==> config.mk <==
export PLATFORM = sky130hd
export DESIGN_NAME = duck_hit_detector
export DESIGN_NICKNAME = d
export VERILOG_FILES = /design/src/rtl/game_pkg.sv /design/src/rtl/click_edge_det.sv /design/src/rtl/duck_hit_detector.sv
export SDC_FILE = /design/constraint.sdc
export NUM_CORES = 1
export LEC_CHECK = 0
export BUFFER_PORTS_ARGS = -buffer_cell sky130_fd_sc_hd__buf_2
export CORE_MARGIN = 1
export CORE_UTILIZATION = 56
export DETAILED_ROUTE_END_ITERATION = 12
export MAX_ROUTING_LAYER = met4
export PLACE_DENSITY_LB_ADDON = 0.12
export SYNTH_ARGS = -nofsm -noshare
export SYNTH_HDL_FRONTEND = slang
export SYNTH_SLANG_ARGS = --single-unit
==> constraint.sdc <==
create_clock -name clk -period 3.4 [get_ports clk]
set_input_delay 0.34 -clock clk [delete_from_list [all_inputs] [get_ports clk]]
set_output_delay 0.34 -clock clk [all_outputs]
set_load 0.005 [all_outputs]
==> src/rtl/game_pkg.sv <==
// game_pkg: game-state encodings, play-area and sprite sizes, hit-detector FSM states.
package game_pkg;
  localparam logic [1:0] IDLE_S = 2'b00;
  localparam logic [1:0] PLAY   = 2'b01;
  localparam logic [1:0] END_S  = 2'b10;
  localparam int PLAY_W = 960;
  localparam int PLAY_H = 704;
  localparam int DUCK_SIZE_W = 64;
  localparam int DUCK_SIZE_H = 64;
  typedef enum logic [1:0] {HD_IDLE, HD_ARMED, HD_CHECK, HD_COOL} hit_fsm_e;
  function automatic logic [7:0] sat_inc(input logic [7:0] v);
    return (v == 8'hff) ? v : v + 8'd1;
  endfunction
endpackage

==> src/rtl/click_edge_det.sv <==
// click_edge_det: one-cycle pulse on the rising edge of a button level.
module click_edge_det (
  input  logic clk,
  input  logic rst_n,
  input  logic level_i,
  output logic rise_o
);
  logic level_q;
  always_ff @(posedge clk or negedge rst_n)
    if (!rst_n) level_q <= 1'b0;
    else        level_q <= level_i;
  assign rise_o = level_i & ~level_q;
endmodule

==> src/rtl/duck_hit_detector.sv <==
// duck_hit_detector: judges left clicks against the duck hit box, pulses on hits, keeps scores.
module duck_hit_detector
  import game_pkg::*;
#(
  parameter int DUCK_W   = DUCK_SIZE_W,
  parameter int DUCK_H   = DUCK_SIZE_H,
  parameter int COOLDOWN = 16
) (
  input  logic        clk,
  input  logic        rst,
  input  logic [1:0]  state,
  input  logic        mouse_left,
  input  logic [11:0] mouse_xpos,
  input  logic [11:0] mouse_ypos,
  input  logic [9:0]  duck_x,
  input  logic [9:0]  duck_y,
  output logic        clicked_duck,
  output logic [7:0]  hit_count,
  output logic [7:0]  miss_count
);
  localparam int CW = (COOLDOWN > 1) ? $clog2(COOLDOWN) : 1;
  hit_fsm_e fsm_q, fsm_d;
  logic [11:0] cx_q, cx_d, cy_q, cy_d, dx_q, dx_d, dy_q, dy_d;
  logic [7:0] hits_q, hits_d, miss_q, miss_d;
  logic [CW-1:0] cnt_q, cnt_d;
  logic pulse_q, pulse_d, click, hit;
  click_edge_det u_edge (
    .clk     (clk),
    .rst_n   (rst),
    .level_i (mouse_left),
    .rise_o  (click)
  );
  // Right/bottom edges exclusive; 12-bit sums cannot overflow for 10-bit duck coordinates.
  assign hit = (cx_q >= dx_q) && (cx_q < dx_q + 12'(DUCK_W)) &&
               (cy_q >= dy_q) && (cy_q < dy_q + 12'(DUCK_H));
  always_comb begin
    fsm_d   = fsm_q;
    cx_d    = cx_q;
    cy_d    = cy_q;
    dx_d    = dx_q;
    dy_d    = dy_q;
    hits_d  = hits_q;
    miss_d  = miss_q;
    cnt_d   = cnt_q;
    pulse_d = 1'b0;
    if (state != PLAY) fsm_d = HD_IDLE;
    else
      case (fsm_q)
        HD_IDLE: begin
          hits_d = '0;
          miss_d = '0;
          fsm_d  = HD_ARMED;
        end
        HD_ARMED: if (click) begin
          cx_d  = mouse_xpos;
          cy_d  = mouse_ypos;
          dx_d  = {2'b00, duck_x};
          dy_d  = {2'b00, duck_y};
          fsm_d = HD_CHECK;
        end
        HD_CHECK: begin
          pulse_d = hit;
          hits_d  = hit ? sat_inc(hits_q) : hits_q;
          miss_d  = hit ? miss_q : sat_inc(miss_q);
          cnt_d   = CW'(COOLDOWN - 1);
          fsm_d   = HD_COOL;
        end
        HD_COOL: begin
          cnt_d = (cnt_q == '0) ? cnt_q : cnt_q - 1'b1;
          fsm_d = (cnt_q == '0 && !mouse_left) ? HD_ARMED : HD_COOL;
        end
        default: fsm_d = HD_IDLE;
      endcase
  end
  always_ff @(posedge clk or negedge rst) begin
    if (!rst) begin
      fsm_q   <= HD_IDLE;
      cx_q    <= '0;
      cy_q    <= '0;
      dx_q    <= '0;
      dy_q    <= '0;
      hits_q  <= '0;
      miss_q  <= '0;
      cnt_q   <= '0;
      pulse_q <= 1'b0;
    end else begin
      fsm_q   <= fsm_d;
      cx_q    <= cx_d;
      cy_q    <= cy_d;
      dx_q    <= dx_d;
      dy_q    <= dy_d;
      hits_q  <= hits_d;
      miss_q  <= miss_d;
      cnt_q   <= cnt_d;
      pulse_q <= pulse_d;
    end
  end
  assign clicked_duck = pulse_q;
  assign hit_count    = hits_q;
  assign miss_count   = miss_q;
endmodule

-- Yosys cells after proc, flatten, opt, wreduce, memory -nomap -nowiden
Cells that the tools add are included.
- input bits: 49
- flip-flop bits (word level): 68
- equal/unequal tests: 12
- add/subtract/negate cells: 5
- $lt $le $gt $ge: 4
- reduce and logical (&&, ||, !) cells: 13
- muxes and demuxes: 14
- bitwise gates (word level): 3
- operator list (kind ; count):
    two-way mux 8 bit ; 4
    one-hot mux 8 bit (2 select lines) ; 2
    greater-or-equal comparator 12 x 10 -> 1 bit ; 2
    < comparator 12 x 11 -> 1 bit ; 2
    adder 10 x 7 -> 11 bit, second input constant ; 2
    adder 8 x 1 -> 8 bit, second input constant ; 2
    equality test 8 bit, second input constant ; 2
    inequality test 2 bit, second input constant ; 5
    one-hot mux 2 bit (4 select lines) ; 1
    one-hot mux 4 bit (2 select lines) ; 1
    AND reduction 4 bit ; 2
    two-way mux 2 bit ; 3
    AND reduction 3 bit ; 2
    equality test 2 bit, second input constant ; 2
    logical AND 1 bit ; 4
    logical NOT 4 bit ; 1
    two-way mux 4 bit ; 1
    nonzero test 2 bit ; 2
    subtractor 4 x 1 -> 4 bit, second input constant ; 1
    inequality test 3 bit, second input constant ; 1
    equality test 2 x 1 -> 1 bit, second input constant ; 1
    logical NOT 2 bit ; 1
    two-way mux 1 bit ; 2
    inequality test 2 x 1 -> 1 bit, second input constant ; 1
    3 further kinds ; 4

-- Longest topological paths before layout
Gate-level depths: netlist of run 1.
- depth in word-level cells: 7
- depth in mapped cells: 11

-- Hierarchy
A second synthesis of run 1 with hierarchy kept.
- cell total of the unflattened synthesis: 365
- area, all modules: 3781.1 µm²
- by module, submodules not included (module ; sequential area each (µm²) ; area an instance (µm²) ; times used ; cells an instance):
    duck_hit_detector ; 1676.6 ; 3742.3 ; 1 ; 363
    click_edge_det ; 25.0 ; 38.8 ; 1 ; 2

-- Worst setup path before layout of run 1
No wires, ideal clock.
- path type: flip-flop to flip-flop
- from: reg dx_q[6]
- to: reg miss_q[0] (netlist: miss_count[0])
- data required time: 3275 ps
- setup slack: 656 ps
- cell stages (with the launch flop): 12
- arrival: 2619 ps
- path through: dfrtp_1 ha_1 nand3_1 ha_1 or4_1 a221oi_2 o21a_2 o211ai_4 or3_1 buf_2 and3_4 mux2_2
- longest elaborated chain between the ends: 7
- elaborated cells on any way between the ends: 8
- classes of those cells: 1 x add/sub; 2 x order compare; 1 x eq/ne; 4 x reduce/logical
- ends and longest elaborated chain (element ; RTL line ; text):
    start: declaration ; duck_hit_detector.sv:23 ; logic [11:0] cx_q, cx_d, cy_q, cy_d, dx_q, dx_d, dy_q, dy_d;
    start signal: assignment ; duck_hit_detector.sv:80 ; dx_q <= '0;
    start signal: assignment ; duck_hit_detector.sv:90 ; dx_q <= dx_d;
    adder 10 x 7 -> 11 bit ; duck_hit_detector.sv:34 ; assign hit = (cx_q >= dx_q) && (cx_q < dx_q + 12'(DUCK_W)) &&
    < comparator 12 x 11 -> 1 bit ; duck_hit_detector.sv:34 ;
    logical AND 1 bit (*) (2 in series) ; duck_hit_detector.sv:34 ;
    logical AND 1 bit (*) ; duck_hit_detector.sv:35 ; (cy_q >= dy_q) && (cy_q < dy_q + 12'(DUCK_H));
    inequality test 2 bit (no line) (*) ; - ;
    AND reduction 4 bit (no line) (*) ; - ;
    end signal: assignment ; duck_hit_detector.sv:93 ; miss_q <= miss_d;
    end: declaration ; duck_hit_detector.sv:24 ; logic [7:0] hits_q, hits_d, miss_q, miss_d;
Every way passes the cells marked *; elsewhere a longest branch is shown, timed or not.
A chain may end at the register's enable or synchronous reset.

-- Worst setup path in the final report of run 1
Same ends and word-level chain as after synthesis.

==> metrics.md, run 1 <==
| Metric | Value |
|---|---|
| Num CTS Buffers | 9 |
| Die area | roughly 7100 sq um |
| Initial antenna violation count | 0 |
| DR iter-0 viols | between 100 and 150 |
| Initial Util | between 50 and 60% |
| Mapped Nets | about 430 |
| First-pass GRT wire length | 12,600 microns |
| Status | finished, violations left |
| Failing checks | DRC |
| CP max FO | 7 |
| Cts-stage hold buffer count | 0 |
| Clk slew on worst S/H paths | about 0.070 ns |
| Final instance area | 4370 sq um |
| First drt pass iteration count | 9 |
| Filler cells | between 500 and 600 |
| Post-placement cell area | roughly 4200 sq um |
| Least-Margin Pin Slew | 1.01 ns |
| Mean Syn Cell Area | 11.1 sq um |
| Reg2reg path depth | 10 |
| DRC | 10 |
| Setup bufs post-CTS | 0 |
| Drt total wl | between 7000 and 8000 microns |
| Layout area overhead | 15.9% |
| Achievable Freq | approximately 0.35 GHz |
| Multi-input gate area | 1950 sq um |
| WL/cell | ~15 microns |
| Total GRT Usage | a little under a quarter |
| Final core utilization | about 68% |
| Worst min path class | primary input to asynchronous set/reset pin |
| Final period util | 85.1% |
| Maxcap violations | 0 |
| RePlAce Congestion | slightly below 0.9 |
| Post-route ant nets | 0 |
| Vias/cell | 5.83 |
| P_leak | approximately 2.2 nW |
| Cts repair resizes | 0 |
| Core ar. | about 6400 sq um |
| Fraction of layout cells with a size suffix above 1 | between 30% and 40% |
| Synth warnings | 0 |
| Fin. max-slew vios | 0 |
| Longest Clk Path Bufs | 2 |
| Flops & latches, synth | about 70 |
| CP Data Required Time | around 3.6 ns |
| Final hold violation count | 0 |
| RSZ-0062 raised after global routing | no |
| Reg-to-reg endpoint | miss_count[0]$_DFFE_PN0P_ |
| CTS H-tree lvls | 3 |
| Pin count of the biggest net entering global routing | 45 |
| Power Density | between 500 and 600 nW/um^2 |
| Most common library cell in the layout ignoring fill and taps | dfrtp_1 |
| Root Driver | clkbuf_8 |
| Die W | approximately 84 microns |
| R2r startpoint | dx_q[6]$_DFFE_PN0P_ |
| HPWL after DPL | 5460 microns |
| Number of core rows | 29 |
| Vias in the first global route | approximately 2,800 |
| Clock latency on the worst-skew pair | about 0.34 ns |
| Synth Cell Area | ~3800 sq um |
| Kind of end point of the critical path | flip-flop |
| IO Port Bufs | 65 |
| Post-Syn Instances | 341 |
| Final setup vio count | 0 |
| CTS tree | built |
| Arrival time worst endpoint | between 3 and 4 ns |
| Rel. slew slack | around a third |
| Top Ports | between 60 and 70 |
| Nets | around 500 |
| Vias | 2,874 |
| GRT Residual Overflow | 0 |
| Clock Sinks | 68 |
| Power, Total | 2.24 mW |
| Chip height | approximately 84 microns |
| Setup Crit Path Kind | flip-flop to flip-flop |
| Register area share after synthesis | a little under half |
| Peak VDD IR | roughly 0.44 mV |
| Minimum period implied by the final worst setup slack | between 2 and 3 ns |
| Setup crit start kind | flip-flop |
| Reg area | 1700 sq um |
| Sum Neg Setup Slack | 0 ns |
| Most frequent cells in the layout | dfrtp_1 (68), buf_2 (65), mux2_2 (45) |
| N_diodes | 0 |
| Setup Skew | 0.00683 ns |
| Synth unique cells | between 40 and 50 |
| Flop2flop setup slack | just over 0.5 ns |
-- flip-flops by register name (all words and copies together) (netlist names) --
name	count
hit_count	8
cy_q	12
miss_count	8
fsm_q	2
u_edge.level_q	1
dx_q	10
cx_q	12
clicked_duck	1
cnt_q	4
dy_q	10
-- worst max path at each step --
stage / from / endpoint / slack, ns / cells past startpoint
final: dx_q[6]$_DFFE_PN0P_ / miss_count[0]$_DFFE_PN0P_ / 0.51 / 10
after global routing: dx_q[6]$_DFFE_PN0P_ / miss_count[7]$_DFFE_PN0P_ / 0.31 / 10
after CTS: dx_q[6]$_DFFE_PN0P_ / miss_count[0]$_DFFE_PN0P_ / 0.51 / 10
after detailed placement: dx_q[6]$_DFFE_PN0P_ / miss_count[0]$_DFFE_PN0P_ / 0.51 / 10
after global placement: dx_q[6]$_DFFE_PN0P_ / miss_count[0]$_DFFE_PN0P_ / 0.57 / 10
after floorplan: dx_q[6]$_DFFE_PN0P_ / miss_count[0]$_DFFE_PN0P_ / 0.66 / 11
-- synth_stat cells (all sizes together) --
library cell | instances | area (sq um)
dfrtp | 68 | 1700
nand4b | 2 | 17.5
a211o | 3 | 26.3
buf | 1 | 5.00
nor4 | 1 | 12.5
ha | 35 | 438
nand2b | 4 | 25.0
a31oi | 1 | 6.26
nor2b | 6 | 37.5
xor2 | 2 | 17.5
a21oi | 16 | 80.1
nand2 | 19 | 71.3
o31a | 3 | 26.3
a221oi | 1 | 15.0
inv | 24 | 90.1
or3 | 7 | 43.8
xnor2 | 4 | 35.0
a22o | 2 | 17.5
nand3 | 9 | 45.0
o21bai | 1 | 7.51
or4 | 4 | 30.0
nor2 | 10 | 37.5
and3 | 7 | 48.8
a21o | 5 | 37.5
a32oi | 1 | 8.76
and3b | 1 | 8.76
a32o | 2 | 20.0
nor3 | 9 | 45.0
a2111oi | 2 | 17.5
and2 | 3 | 18.8
clkbuf | 6 | 22.5
o31ai | 2 | 15.0
mux2 | 45 | 507
and4 | 1 | 8.76
o21ai | 14 | 70.1
o2111ai | 1 | 8.76
o211ai | 4 | 43.8
o21a | 3 | 23.8
nand4 | 9 | 56.3
nand3b | 3 | 22.5
-- power by group --
part,switching (mW),internal [mW]
Sequential,0.0879,0.923
Clock,0.291,0.325
Combinational,0.307,0.305
-- per-layer routing --
| layer | GRT usage [%] | share of wire (%) | wire (microns) |
|---|---|---|---|
| met4 | 12.9 | 3.2 | 233 |
| met3 | 5.24 | 5.4 | 394 |
| met5 | - | 0 | 0 |
| met2 | 36.8 | 47 | 3450 |
| met1 | 28.3 | 44 | 3270 |
-- logic make-up (layout without fill, tap and decap cells) --
kind of cell / after synthesis / count (layout) / share of synthesized area (%)
simple gates: 95 / 95 / 14.0
flops: 68 / 68 / 45.1
fa+ha+maj: 35 / 35 / 11.6
xor+xnor: 6 / 6 / 1.39
compound gates: 61 / 61 / 11.3
mux: 45 / 45 / 13.4
buf+inv: 31 / 106 / 3.12
-- critical path, stage by stage, from the launching register on --
cell and delay (ns):
dfrtp_1 0.41, ha_1 0.21, nand3_1 0.09, ha_1 0.19
or4_1 0.51, a221oi_2 0.19, o21a_2 0.19, o211ai_4 0.08
or3_1 0.47, and3_4 0.21, mux2_2 0.25
-- final cells by class --
type	instances	area share (%)
tap	77	2.21
timing repair buffer	66	7.91
clock buffer	15	4.04
clock inverter	1	0.115
inverter	24	2.06
multi-input combinational	242	44.7
sequential	68	39.0
-- stage by stage --
stage	worst slack, ns	instances	hold slack (ns)
finish	0.505	493	0.0845
global route	0.311	493	0.122
CTS	0.508	493	0.101
detailed placement	0.514	477	0.477
global placement	0.569	477	0.478
floorplan	0.656	341	0.0444
Power figures use the tool's default switching activity.
==> run 2, diff against run 1 <==
- CORE_ASPECT_RATIO: unset -> 1.25
- PLACE_DENSITY: unset -> 0.9
- PLACE_DENSITY_LB_ADDON: 0.12 -> unset
==> run 2 against run 1 <==
Compared with the run above:
- the run now ends clean
- register-to-register slack about the same
- design area increased by 0.66%
- sequential share of layout area decreased by 0.26 points
- combinational power increased by 3%
- critical endpoint unchanged
- highest routed layer unchanged
- maximum frequency decreased by 0.34%
- sequential power about the same
- clock skew increased by 0.0031 ns
==> metrics.md, run 2 (synthesis results as in run 1) <==
| Metric | Value |
|---|---|
| Sum Neg Setup Slack | 0 ns (unchanged) |
| Worst Path Buf+Inv | 0 (unchanged) |
| Pin count of the biggest net entering global routing | 45 (unchanged) |
| Power, Total | 2.34 mW (was 2.24 mW) |
| Clock Sinks | 68 (unchanged) |
| Longest Clk Path Bufs | 2 (unchanged) |
| N_diodes | 0 (unchanged) |
| Vias | 2,944 (was 2,874) |
| Root Driver | clkbuf_8 (unchanged) |
| Nets | 496 (was 495) |
| Clk slew on worst S/H paths | 0.07 ns (about the same) |
| Power Density | 532 nW/um^2 (was 512 nW/um^2) |
| Setup bufs post-CTS | 0 (unchanged) |
| First drt pass iteration count | 4 (was 9) |
| First-pass GRT wire length | 13,500 microns (was 12,600 microns) |
| Least-Margin Pin Slew | 0.980 ns (was 1.01 ns) |
| Worst-path cell chain | ha_1, nand3_1, ha_1, or4_1, a221oi_2, o21a_2, o211ai_4, or3_1, and3_4, mux2_2 (unchanged) |
| Most used cell, CP | ha_1 (unchanged) |
| Fin. max-slew vios | 0 (unchanged) |
| Most common library cell in the layout ignoring fill and taps | dfrtp_1 (unchanged) |
| Clock latency on the worst-skew pair | 0.37 ns (was 0.34 ns) |
| Final hold violation count | 0 (unchanged) |
| Rel. slew slack | 34.4% (was 32.7%) |
| DR iter-0 viols | 142 (was 127) |
| Layout area overhead | 16.6% (was 15.9%) |
| Die area | 7070 sq um (was 7060 sq um) |
| Filler cells | 511 (was 532) |
| Initial Util | 57.8% (was 58.7%) |
| Cts repair resizes | 0 (unchanged) |
| Min Hold Slack | 0.0557 ns (was 0.0845 ns) |
| CP max FO | 7 (unchanged) |
| Setup Skew | 0.00993 ns (was 0.00683 ns) |
| Total GRT Usage | 26.5% (was 23.5%) |
| HPWL after DPL | 5990 microns (was 5460 microns) |
| Initial antenna violation count | 0 (unchanged) |
| Final non-filler cell total | 504 (was 493) |
| Regs by FF count | cx_q (12), cy_q (12) (unchanged) |
| Vias in the first global route | 2,952 (was 2,801) |
| Die W | 75.4 microns (was 84.1 microns) |
| Number of core rows | 33 (was 29) |
| Setup Crit Path Kind | flip-flop to flip-flop (unchanged) |
| Worst path slowest cell | or4_1 (unchanged) |
| Drt total wl | 7980 microns (was 7350 microns) |
| RePlAce Congestion | 0.938 (was 0.871) |
| Arrival time worst endpoint | 3.15 ns (was 3.13 ns) |
| Delay-heaviest family, CP | simple AND/OR/NAND/NOR gates (unchanged) |
| Fraction of layout cells with a size suffix above 1 | 31.9% (was 31.3%) |
| WL/cell | 15.8 microns (was 14.9 microns) |
| Cts-stage hold buffer count | 0 (unchanged) |
| Status | finished clean (was finished, violations left) |
| Maxcap violations | 0 (unchanged) |
| Most frequent cells in the layout | dfrtp_1 (68), buf_2 (65), mux2_2 (45) (unchanged) |
| Critical Path Max Stage Delay | 0.51 ns (about the same) |
| Top Ports | 66 (unchanged) |
| Multi-input gate area | 1950 sq um (unchanged) |
| CP Data Required Time | 3.65 ns (was 3.63 ns) |
| RSZ-0062 raised after global routing | no (unchanged) |
| Peak VDD IR | 0.303 mV (was 0.438 mV) |
| Final setup vio count | 0 (unchanged) |
| Setup crit start kind | flip-flop (unchanged) |
| CTS H-tree lvls | 3 (unchanged) |
| CTS tree | built (unchanged) |
| DRC | 0 (was 10) |
| Core ar. | 6520 sq um (was 6420 sq um) |
| IO Port Bufs | 65 (unchanged) |
| Vias/cell | 5.84 (was 5.83) |
| Minimum period implied by the final worst setup slack | 2.90 ns (was 2.89 ns) |
| Num CTS Buffers | 9 (unchanged) |
| P_leak | 2.22 nW (was 2.21 nW) |
| Kind of end point of the critical path | flip-flop (unchanged) |
| GRT Residual Overflow | 0 (unchanged) |
| Worst min path class | primary input to asynchronous set/reset pin (unchanged) |
| Chip height | 93.7 microns (was 84.1 microns) |
| # placed instances | 488 (was 477) |
| Final period util | 85.4% (was 85.1%) |
| Achievable Freq | 0.344 GHz (was 0.345 GHz) |
| Post-route ant nets | 0 (unchanged) |
| Reg area | 1700 sq um (unchanged) |
==> run 2: changes by cell type in the layout (fill, tap and decap cells not counted), sizes merged <==
cell / delta
bufinv: +1
clkinv: +1
clkbuf: -3
buf: +1
clkinvlp: +1
==> run 2: metrics by stage <==
step	worst slack, ns	util (%)	area, sq um
final	0.495	67.4	4400
after floorplan	0.656	-	3770
after detailed placement	0.518	64.3	4190
after CTS	0.494	67.4	4400
after global placement	0.579	64.3	4190
after global routing	0.368	67.4	4400
==> run 2: final timing paths <==
kind                                     start                         to  slack, ns  depth (start not counted)
setup reg to reg           dx_q[6]$_DFFE_PN0P_  miss_count[0]$_DFFE_PN0P_       0.50                         10
max in group asynchronous                  rst   hit_count[1]$_DFFE_PN0P_       2.53                          2
min in group clk                    mouse_left   u_edge.level_q$_DFF_PN0_       0.10                          1
setup / recovery           dx_q[6]$_DFFE_PN0P_  miss_count[0]$_DFFE_PN0P_       0.50                         10
hold reg to reg            dx_q[2]$_DFFE_PN0P_        dx_q[2]$_DFFE_PN0P_       0.51                          1
hold / removal                             rst       cnt_q[1]$_DFFE_PN0P_       0.06                          1
==> run 2: per-layer routing <==
layer / GRT usage [%] / part of all wire, % / vias up
li1: - / - / 1398
met1: 29.9 / 39 / 1422
met2: 44.1 / 53 / 102
met3: 5.04 / 5.2 / 22
met4: 13.3 / 3.1 / 0
met5: - / 0 / -
==> run 2: layout make-up <==
| class | instances | area share [%] |
|---|---|---|
| Timing Repair Buffer | 67 | 7.74 |
| Inverter | 24 | 2.05 |
| Clock buffer | 12 | 3.53 |
| Multi-Input combinational cell | 242 | 44.4 |
| Tap cell | 87 | 2.48 |
| Clock inverter | 4 | 1.08 |
| Sequential cell | 68 | 38.7 |
==> run 2: power breakdown <==
group | leakage [nW] | internal (mW) | switching, mW | total (mW)
clock network | 0.102 | 0.376 | 0.312 | 0.688
registers | 0.890 | 0.922 | 0.0952 | 1.02
logic | 1.23 | 0.308 | 0.324 | 0.631
total | 2.22 | 1.61 | 0.731 | 2.34
==> run 3, diff against run 2 <==
- REMOVE_ABC_BUFFERS: unset -> 1
==> run 3 against run 2 <==
Compared with the run above:
- design area down 0.60%
- wire length down 5.4%
- global-route usage down 1.4 points
- largest power group unchanged
- register-to-register slack about the same
- clock power down 6.7%
- core utilization down 0.40 points
- sequential share of layout area up 0.23 points
- critical endpoint is now miss_count[6]$_DFFE_PN0P_
==> metrics.md, run 3 (synthesis results as in run 1) <==
| Metric | Value |
|---|---|
| Status | finished clean (unchanged) |
| DR iter-0 viols | 171 (was 142) |
| Least-Margin Pin Slew | 1.00 ns (was 0.980 ns) |
| Kind of end point of the critical path | flip-flop (unchanged) |
| GRT Residual Overflow | 0 (unchanged) |
| Final non-filler cell total | 502 (was 504) |
| Initial antenna violation count | 0 (unchanged) |
| Initial Util | 57.8% (unchanged) |
| Power, Total | 2.27 mW (was 2.34 mW) |
| Hold depth | 1 |
| # placed instances | 487 (was 488) |
| Number of core rows | 33 (unchanged) |
| DRC | 0 (unchanged) |
| First-pass GRT wire length | 12,900 microns (was 13,500 microns) |
| Reg area | 1700 sq um (unchanged) |
| WL/cell | 15.0 microns (was 15.8 microns) |
| Achievable Freq | 0.345 GHz (was 0.344 GHz) |
| Die area | 7070 sq um (unchanged) |
| Clock latency on the worst-skew pair | 0.35 ns (was 0.37 ns) |
| Clock Sinks | 68 (unchanged) |
| Num CTS Buffers | 9 (unchanged) |
| Peak VDD IR | 0.361 mV (was 0.303 mV) |
| Multi-input gate area | 1950 sq um (unchanged) |
| Sum Neg Setup Slack | 0 ns (unchanged) |
| Top Ports | 66 (unchanged) |
| Regs by FF count | cx_q (12), cy_q (12) (unchanged) |
| Post-route ant nets | 0 (unchanged) |
| Reg2reg path depth | 10 (unchanged) |
| Vias in the first global route | 2,918 (was 2,952) |
| N_diodes | 0 (unchanged) |
| Root Driver | clkbuf_8 (unchanged) |
| Cts-stage hold buffer count | 0 (unchanged) |
| Setup Skew | 0.00677 ns (was 0.00993 ns) |
| Arrival time worst endpoint | 3.12 ns (was 3.15 ns) |
| Rel. slew slack | 33.1% (was 34.4%) |
| Layout area overhead | 15.9% (was 16.6%) |
| Minimum period implied by the final worst setup slack | 2.89 ns (was 2.90 ns) |
| Cts repair resizes | 0 (unchanged) |
| First drt pass iteration count | 5 (was 4) |
| RePlAce Congestion | 0.865 (was 0.938) |
| Setup Crit Path Kind | flip-flop to flip-flop (unchanged) |
| Clk slew on worst S/H paths | 0.07 ns (about the same) |
| Vias | 2,876 (was 2,944) |
| Setup bufs post-CTS | 0 (unchanged) |
| IO Port Bufs | 65 (unchanged) |
| Maxcap violations | 0 (unchanged) |
| CP max FO | 7 (unchanged) |
| Pin count of the biggest net entering global routing | 69 (was 45) |
| RSZ-0062 raised after global routing | no (unchanged) |
| Fraction of layout cells with a size suffix above 1 | 31.1% (was 31.9%) |
| HPWL after DPL | 5470 microns (was 5990 microns) |
| Final setup vio count | 0 (unchanged) |
| Setup crit start kind | flip-flop (unchanged) |
| Min Hold Slack | 0.139 ns (was 0.0557 ns) |
| Total GRT Usage | 25.1% (was 26.5%) |
| Longest Clk Path Bufs | 2 (unchanged) |
| P_leak | 2.21 nW (was 2.22 nW) |
| Vias/cell | 5.73 (was 5.84) |
| Final period util | 85.1% (was 85.4%) |
| CTS tree | built (unchanged) |
| Most frequent cells in the layout | dfrtp_1 (68), buf_2 (65), mux2_2 (45) (unchanged) |
| Filler cells | 512 (was 511) |
| Drt total wl | 7550 microns (was 7980 microns) |
| Final core utilization | 67.0% (was 67.4%) |
| Final hold violation count | 0 (unchanged) |
| Die W | 75.4 microns (unchanged) |
| Fin. max-slew vios | 0 (unchanged) |
| CP Data Required Time | 3.62 ns (was 3.65 ns) |
| Power Density | 518 nW/um^2 (was 532 nW/um^2) |
| Most common library cell in the layout ignoring fill and taps | dfrtp_1 (unchanged) |
| Worst min path class | primary input to flip-flop (was primary input to asynchronous set/reset pin) |
| Nets | 495 (was 496) |
| Chip height | 93.7 microns (unchanged) |
| Core ar. | 6520 sq um (unchanged) |
| CTS H-tree lvls | 3 (unchanged) |
run 3: cell types whose count changed in the layout (fill, tap and decap cells not counted):
cell / before / now
buf_4: 2 / 1
clkinvlp_4: 1 / 0
clkinv_2: 2 / 1
clkbuf_8: 11 / 10
clkbuf_1: 1 / 3
run 3: metrics by stage:
stage	instance area [sq um]	setup WS, ns
5_1_grt	4370	0.280
2_1_floorplan	3740	0.676
6_report	4370	0.505
4_1_cts	4370	0.510
3_5_place_dp	4190	0.525
3_3_place_gp	4190	0.570
run 3: path summary, 6_finish.rpt:
path                                           from                   endpoint  slack, ns
worst min register to register  dy_q[4]$_DFFE_PN0P_        dy_q[4]$_DFFE_PN0P_       0.51
worst max register to register  dx_q[6]$_DFFE_PN0P_  miss_count[6]$_DFFE_PN0P_       0.51
worst min-delay path                     mouse_left   u_edge.level_q$_DFF_PN0_       0.14
min in group asynchronous                       rst  miss_count[1]$_DFFE_PN0P_       0.19
worst max-delay path            dx_q[6]$_DFFE_PN0P_  miss_count[6]$_DFFE_PN0P_       0.51
max in group asynchronous                       rst        cy_q[9]$_DFFE_PN0P_       2.67
run 3: area by class of cell:
type | count | area share [%]
clock buffer | 13 | 3.41
clock inverter | 2 | 0.802
inverter | 24 | 2.06
multi-input combinational | 242 | 44.7
sequential | 68 | 38.9
tap | 87 | 2.49
timing repair buffer | 66 | 7.62
run 3: power breakdown:
| group | switching [mW] | leakage (nW) | total, mW | internal [mW] |
|---|---|---|---|---|
| Sequential | 0.0888 | 0.890 | 1.01 | 0.923 |
| Clock | 0.288 | 0.0935 | 0.642 | 0.355 |
| Combinational | 0.309 | 1.22 | 0.612 | 0.303 |
run 3: layer usage:
layer	up-vias	global-route usage [%]	wire [microns]
li1	1387	-	-
met1	1383	28.5	3010
met2	94	40.9	4040
met3	12	7.40	369
met4	0	10.3	131
met5	-	-	0
run 3: critical path: stages (launching register included):
cell,delay (ns)
dfrtp_1,0.41
ha_1,0.20
nand3_1,0.09
ha_1,0.19
or4_1,0.51
a221oi_2,0.18
o21a_2,0.18
o211ai_4,0.09
or3_1,0.46
and3_4,0.21
a211o_1,0.26
